===== src/rtl/wave_seq_ctrl.sv =====
// wave_seq_ctrl
//   Serial waveform sequencer. A 16 x 8 pattern memory is played out one
//   bit per clock, LSB first. Playback covers words 0..len and repeats the
//   frame `loops` times (0 = until stop). It finishes with a one-cycle DONE
//   state.
//
// Ports
//   clk      in   single clock, rising edge
//   clear    in   asynchronous active-high reset (also reloads pattern memory)
//   start    in   level-sampled request to begin playback (IDLE/DONE only)
//   stop     in   level-sampled abort; wins over start
//   wr_en    in   pattern-memory write strobe (ignored while running)
//   wr_addr  in   [3:0] pattern-memory write address
//   wr_data  in   [7:0] pattern-memory write data
//   len      in   [3:0] index of last word in a frame (latched at start)
//   loops    in   [3:0] frame repeat count, 0 = endless (latched at start)
//   wave     out  registered serial waveform, IDLE_LEVEL when not running
//   busy     out  high while in RUN
//   done     out  one-cycle pulse on normal completion
//   addr     out  [3:0] word index being played
//   bit_idx  out  [2:0] bit position within the current word
module wave_seq_ctrl #(
    parameter logic IDLE_LEVEL = 1'b0
) (
    input  logic       clk,
    input  logic       clear,
    input  logic       start,
    input  logic       stop,
    input  logic       wr_en,
    input  logic [3:0] wr_addr,
    input  logic [7:0] wr_data,
    input  logic [3:0] len,
    input  logic [3:0] loops,
    output logic       wave,
    output logic       busy,
    output logic       done,
    output logic [3:0] addr,
    output logic [2:0] bit_idx
);

    typedef enum logic [1:0] {IDLE, RUN, DONE} state_t;

    state_t     state_reg, state_next;
    logic [3:0] addr_reg, addr_next;
    logic [2:0] bit_reg, bit_next;
    logic [3:0] len_reg, len_next;
    logic [3:0] loops_reg, loops_next;
    logic [3:0] loop_cnt_reg, loop_cnt_next;
    logic       wave_reg, wave_next;
    logic       more_frames;

    // Pattern memory. It has to be register-based because clear reloads
    // every word with the CC/AA pattern asynchronously.
    logic [7:0] mem_reg [16];
    logic       mem_we;

    assign mem_we = wr_en && (state_reg != RUN);

    always_ff @(posedge clk or posedge clear) begin
        if (clear) begin
            for (int i = 0; i < 16; i++) begin
                mem_reg[i] <= i[0] ? 8'hAA : 8'hCC;
            end
        end else if (mem_we) begin
            mem_reg[wr_addr] <= wr_data;
        end
    end

    // The compare is done at 5 bits, so that loop_cnt+1 cannot wrap.
    assign more_frames = (loops_reg == 4'd0) ||
                         (({1'b0, loop_cnt_reg} + 5'd1) < {1'b0, loops_reg});

    always_comb begin
        state_next    = state_reg;
        addr_next     = addr_reg;
        bit_next      = bit_reg;
        len_next      = len_reg;
        loops_next    = loops_reg;
        loop_cnt_next = loop_cnt_reg;
        wave_next     = wave_reg;

        case (state_reg)
            IDLE, DONE: begin
                state_next    = IDLE;
                addr_next     = 4'd0;
                bit_next      = 3'd0;
                loop_cnt_next = 4'd0;
                wave_next     = IDLE_LEVEL;
                if (start && !stop) begin
                    state_next = RUN;
                    len_next   = len;
                    loops_next = loops;
                    wave_next  = mem_reg[4'd0][0];
                end
            end
            RUN: begin
                if (stop) begin
                    state_next    = IDLE;
                    addr_next     = 4'd0;
                    bit_next      = 3'd0;
                    loop_cnt_next = 4'd0;
                    wave_next     = IDLE_LEVEL;
                end else begin
                    bit_next = bit_reg + 3'd1;
                    // addr only moves on the last bit, so a word is never split.
                    if (bit_reg == 3'd7) begin
                        if (addr_reg == len_reg) begin
                            addr_next = 4'd0;
                            if (more_frames) begin
                                loop_cnt_next = loop_cnt_reg + 4'd1;
                            end else begin
                                state_next    = DONE;
                                loop_cnt_next = 4'd0;
                            end
                        end else begin
                            addr_next = addr_reg + 4'd1;
                        end
                    end
                    // wave is registered from the position that becomes current.
                    wave_next = (state_next == DONE) ? IDLE_LEVEL
                                                     : mem_reg[addr_next][bit_next];
                end
            end
            default: begin
                state_next = IDLE;
                wave_next  = IDLE_LEVEL;
            end
        endcase
    end

    always_ff @(posedge clk or posedge clear) begin
        if (clear) begin
            state_reg    <= IDLE;
            addr_reg     <= 4'd0;
            bit_reg      <= 3'd0;
            len_reg      <= 4'd0;
            loops_reg    <= 4'd0;
            loop_cnt_reg <= 4'd0;
            wave_reg     <= IDLE_LEVEL;
        end else begin
            state_reg    <= state_next;
            addr_reg     <= addr_next;
            bit_reg      <= bit_next;
            len_reg      <= len_next;
            loops_reg    <= loops_next;
            loop_cnt_reg <= loop_cnt_next;
            wave_reg     <= wave_next;
        end
    end

    assign wave    = wave_reg;
    assign busy    = (state_reg == RUN);
    assign done    = (state_reg == DONE);
    assign addr    = addr_reg;
    assign bit_idx = bit_reg;

endmodule


===== config.mk =====
export PLATFORM = sky130hd
export DESIGN_NAME = wave_seq_ctrl
export DESIGN_NICKNAME = d
export VERILOG_FILES = /design/src/rtl/wave_seq_ctrl.sv
export SDC_FILE = /design/constraint.sdc
export NUM_CORES = 1
export LEC_CHECK = 0
export BUFFER_PORTS_ARGS = -buffer_cell sky130_fd_sc_hd__clkbuf_2
export CAP_MARGIN = 15
export CORE_ASPECT_RATIO = 1.2
export CORE_MARGIN = 2
export CORE_UTILIZATION = 56
export CTS_CLUSTER_SIZE = 40
export DETAILED_ROUTE_END_ITERATION = 16
export PLACE_DENSITY = 0.8
export SYNTH_ARGS = -nofsm -noshare
export SYNTH_HDL_FRONTEND = slang
export SYNTH_SLANG_ARGS = --single-unit

===== constraint.sdc =====
create_clock -name clk -period 4.3 [get_ports clk]
set_input_delay 0.645 -clock clk [delete_from_list [all_inputs] [get_ports clk]]
set_output_delay 0.645 -clock clk [all_outputs]
set_load 0.05 [all_outputs]

==> run summary, run 1 <==
FP Rows -> 47
vias per cell -> 6.57
crit path buf inv count -> 0
Post-synth ARST share -> 100%
Slowest-stage cell, CP -> dfrtp_1
Worst Path Arrival -> 3.81 ns
initial DRC count -> 398
layout cells sized above 1 -> 45.4%
crit share post-route -> 81.8%
Post-Syn Area -> 7850 sq um
final setup fails -> 0
Longest Clk Path Bufs -> 2
commonest non-fill, non-tap cell in the layout -> mux2_2
via count -> 5550
R2R Setup Slk -> 0.78 ns
die width -> 112 microns
post-placement cell count -> 813
cell depth of the worst flop-to-flop path -> 8
Routability Congestion -> 1.00
Synth Instances -> 638
register area share after synthesis -> 48.8%
crit path max fanout -> 20
CP max stage delay -> 0.72 ns
port buffer count -> 34
synth unique cells -> 79
latest clock arrival within the worst-skew pair -> 0.44 ns
final net count -> 693
DP HPWL -> 13800 microns
Area contributors post-synth -> dfrtp_1, dfstp_2, mux2_2, nand2_1, mux4_2
ys flop type -> dfrtp_1
outcome -> finished, final reports clean
Fin. Hold Viols -> 0
CP startpoint -> addr[0]
Power Dens Cells -> 485 nW/um^2
area delta synth->final -> 10.8%
post-synth top area share -> 27.4%
Worst-Margin Slew -> 1.12 ns
number of synthesized flops with an enable pin -> 0
first-pass GRT wire length -> 32500 microns
critical path depth in cells -> 8
CTS sink count -> 150
clk root buf -> clkbuf_16
unrepaired setup endpoints after global routing -> no
crit start category -> flip-flop
Syn Nets -> 670
largest net degree at the start of global routing -> 151
grt ovf -> 0
Tmin final -> 3.52 ns
vias in the first global route -> 5768
crit-path leading delay family -> simple AND/OR/NAND/NOR gates
R2R Path Start -> addr[0]
CTS Hold Bufs -> 0
Worst slew margin -> 24.0%
flops & latches, synth -> 150
Crit Path Class -> flip-flop to flip-flop
Peak VDD IR -> 334 uV
most frequent cells in the layout -> mux2_2, dfrtp_1, dfstp_2
Post-CTS Setup Bufs -> 0
initial antenna violation count -> 0
Detailed Routing Iterations Pass 1 -> 6
max frequency -> 0.284 GHz
Initial Util -> 57.1%
ant diodes -> 0
Layout Cells excl Fill -> 845
synth warn -> 0
worst hold-check path type -> input port to async pin
clock slew at reported path FFs -> 0.06 ns
Max Cap Violations -> 0
Overall Global Routing Usage -> 28.5%
Critical Path Most Common Cell -> or4_1
die height -> 134 microns
Top-Level Pins -> 35
worst flop-to-flop path endpoint -> wave
drc violations -> 0
Leak -> 3.59 nW
final setup TNS -> 0 ns
fill count -> 1047
register area -> 3830 sq um
critical path endpoint category -> flip-flop
footprint of the multi-input gates -> 3760 sq um
total wire length -> 20300 microns
CTS tree -> done
Avg Cell Area, Syn -> 12.3 sq um
Core ar. -> 13800 sq um
Yosys top cell by area -> dfrtp_1
CTS resizes -> 0
post-layout util -> 63.2%
Fin Clk Skew -> 0.00921 ns
H-tree levels -> 4
fin. max-slew vios -> 0
Routed Antenna Nets -> 0
CP Cell Sequence -> ha_1, a21boi_2, nor2_4, mux4_1, or4_1, nand4_1, or4_1, a41oi_2
Num CTS Buffers -> 17
die area -> 15000 sq um
Worst EP required -> 4.59 ns
routed len/inst -> 24.1 microns
Largest register FFs -> 128
[report_power, final]
| group | internal (mW) | switching [mW] | leakage (nW) |
|---|---|---|---|
| Combinational | 0.362 | 0.302 | 1.54 |
| Clock | 0.924 | 0.590 | 0.293 |
| Sequential | 1.84 | 0.199 | 1.76 |
| Total | 3.13 | 1.09 | 3.59 |
[stage by stage]
stage               hold slack [ns]  power [mW]  setup slack, ns  cell area (sq um)
floorplan                     0.471        2.50             1.30               7860
global placement              0.483        2.67            0.983               8100
detailed placement            0.491        2.72            0.883               8100
CTS                           0.411        4.24            0.820               8700
global route                  0.453        4.39            0.650               8700
finish                        0.381        4.22            0.781               8700
[cell type report]
cell class	count	area share, %
Timing Repair Buffer	41	2.70
Clock inverter	13	1.80
Tap cell	171	2.46
Inverter	14	0.647
Sequential cell	150	44.1
Clock buffer	19	5.09
Multi-Input combinational cell	437	43.2
[kinds of logic (layout without fill, tap and decap cells)]
kind of cell	Yosys count	count (layout)	share of synthesized area (%)
AO/OA/AOI/OAI	110	110	11.3
multiplexers	154	154	23.1
buffers and inverters	51	87	3.38
XOR/XNOR	9	9	1.58
adder cells (fa/ha/maj)	7	7	1.12
flip-flops	150	150	48.8
AND/OR/NAND/NOR	157	157	10.7
[routing by layer]
layer,up-vias,global-route usage (%),share of wire [%]
li1,2428,-,-
met4,0,15.6,5.0
met5,-,0,0
met1,2838,34.8,39
met2,219,47.2,51
met3,65,6.32,5.3
[worst min-delay path, cell delays in order]
cell	delay, ns
clkbuf_2	0.10
clkinvlp_4	0.07
buf_12	0.49
[cell usage after synthesis (5+ instances only)]
library cell	n
a21oi_1	17
a221oi_1	5
a31oi_1	6
and3_1	6
buf_2	8
buf_4	5
buf_6	6
clkbuf_1	18
dfrtp_1	86
dfstp_2	64
ha_1	7
inv_1	13
mux2_2	135
mux2i_1	11
mux4_2	6
nand2_1	54
nand2b_1	11
nand3_1	10
nand4_1	11
nor2_1	23
nor2b_1	10
nor3_1	12
o21ai_0	16
or4_1	6
[worst max-delay path by stage]
| stage | to |
|---|---|
| floorplan | wave |
| global route | wave |
| finish | wave |
| detailed placement | wave |
| CTS | wave |
| global placement | wave |
No activity file was read; power rests on OpenSTA's default activity.
==> run 2: changes to the inputs <==
- CORE_UTILIZATION: 56 -> 62
- PLACE_DENSITY: 0.8 -> 0.84
- clock period: 4.3 -> 3.3 ns (I/O delays scaled with it)
==> run 2 against run 1 <==
Non-clock buffer count grew 32. Routed wire length grew 5.3%. Final cell count grew 3.0%. First-iteration DRC count grew 22%. Sequential power grew 31%. Total power grew 34%. Clock skew shrank 0.0017 ns. Die area shrank 9.4%. Clock power grew 38%. Fmax grew 13%. Global-route usage grew 4.8 points. Flip-flop and latch count is the same.
==> run summary, run 2 (same netlist as run 1, synthesis figures left out) <==
outcome -> finished, final reports clean
DP HPWL -> 14900 microns
CTS tree -> done
total wire length -> 21400 microns
ant diodes -> 0
first-pass GRT wire length -> 33500 microns
final setup fails -> 0
switching share of total power -> 25.5%
Overall Power -> 5.65 mW
Max Cap Violations -> 0
CTS sink count -> 150
Worst-Margin Slew -> 1.02 ns
Crit Path Class -> flip-flop to flip-flop
fin. max-slew vios -> 0
most frequent cells in the layout -> mux2_2, dfrtp_1, dfstp_2
vias in the first global route -> 5953
port buffer count -> 34
Worst EP required -> 3.66 ns
sequential power share -> 47.4%
Worst slew margin -> 30.8%
Longest Clk Path Bufs -> 2
critical path endpoint category -> flip-flop
clk root buf -> clkbuf_16
Post-CTS Setup Bufs -> 0
routed len/inst -> 24.6 microns
fill count -> 855
grt ovf -> 0
Tmin final -> 3.13 ns
initial DRC count -> 485
initial antenna violation count -> 0
Peak VDD IR -> 505 uV
Worst Path Arrival -> 3.48 ns
largest net degree at the start of global routing -> 66
footprint of the multi-input gates -> 3750 sq um
Routed Antenna Nets -> 0
Initial Util -> 62.8%
cell depth of the worst flop-to-flop path -> 13
final setup TNS -> 0 ns
die height -> 127 microns
die area -> 13600 sq um
Logic pwr share -> 15.6%
CTS Hold Bufs -> 0
crit share post-route -> 94.7%
register area -> 3830 sq um
worst hold-check path type -> input port to async pin
Fin Clk Skew -> 0.00753 ns
latest clock arrival within the worst-skew pair -> 0.44 ns
unrepaired setup endpoints after global routing -> no
H-tree levels -> 4
CTS resizes -> 0
layout cells sized above 1 -> 47.7%
post-layout util -> 72.0%
Top-Level Pins -> 35
Largest register FFs -> 128
die width -> 107 microns
max frequency -> 0.320 GHz
Num CTS Buffers -> 17
Overall Global Routing Usage -> 33.4%
drc violations -> 0
Detailed Routing Iterations Pass 1 -> 6
Internal -> 4.21 mW
crit path max fanout -> 14
Routability Congestion -> 0.959
clock slew at reported path FFs -> 0.06 ns
via count -> 5763
crit start category -> flip-flop
final net count -> 725
Power Dens Cells -> 627 nW/um^2
Fin. Hold Viols -> 0
Clock power frac -> 37.0%
area delta synth->final -> 14.7%
vias per cell -> 6.62
Core ar. -> 12500 sq um
commonest non-fill, non-tap cell in the layout -> mux2_2
FP Rows -> 45
Leak -> 3.77 nW
NetSw -> 1.44 mW
## run 2: cell count changes in the layout (fill, tap and decap cells not counted), sizes merged
cell / before / now
bufinv: 3 / 4
clkbuf: 53 / 55
buf: 7 / 39
clkinvlp: 3 / 6
clkinv: 7 / 1
## run 2: critical path, cell delays in order, from the launching register on
cell and delay, ns:
dfrtp_1 0.41, ha_1 0.20, ha_1 0.24, buf_12 0.18, a21boi_2 0.28, nor2_4 0.15
buf_4 0.18, a31oi_4 0.36, buf_4 0.20, nand4_1 0.07, o21ai_0 0.18, a311oi_1 0.08
a311o_1 0.39, a41oi_2 0.12
## run 2: through the flow
step	cells	cell area [sq um]	hold WS [ns]	worst slack [ns]
after floorplan	638	7860	0.471	0.297
after detailed placement	836	8350	0.490	0.0995
after CTS	868	8990	0.201	0.0755
after global placement	836	8350	0.482	0.0872
after global routing	870	9000	0.240	0.0525
final	870	9000	0.191	0.174
## run 2: cell type report
| cell class | instances | area share, % |
|---|---|---|
| sequential | 150 | 42.6 |
| multi-input combinational | 437 | 41.7 |
| timing repair buffer | 73 | 5.70 |
| clock buffer | 21 | 5.23 |
| tap | 164 | 2.28 |
| clock inverter | 11 | 1.90 |
| inverter | 14 | 0.625 |
## run 2: worst paths after layout
kind,from,end,slack (ns)
max,bit_idx[1],wave,0.17
max in group asynchronous,clear,mem_reg[127],2.27
min in group clk,loops[1],loops_reg[1],0.27
min reg2reg,mem_reg[24],mem_reg[24],0.50
min,clear,mem_reg[18],0.19
max reg2reg,bit_idx[1],wave,0.17
## run 2: layer usage
metal  global-route usage [%]  vias up  wire (microns)  share of wire (%)
met2                     56.9      291           10800                 50
met1                     39.3     2899            8160                 38
li1                         -     2499               -                  -
met5                        0        -               0                  0
met3                     7.70       74            1410                6.6
met4                     17.5        0            1060                5.0
## run 2: power groups by stage
stage          clock, mW  combinational (mW)  sequential, mW
6_report            2.09               0.879            2.68
5_1_grt             2.17               0.949            2.72
4_1_cts             2.10               0.879            2.67
3_5_place_dp           0               0.868            2.69
3_3_place_gp           0               0.818            2.66
2_1_floorplan          0               0.678            2.59
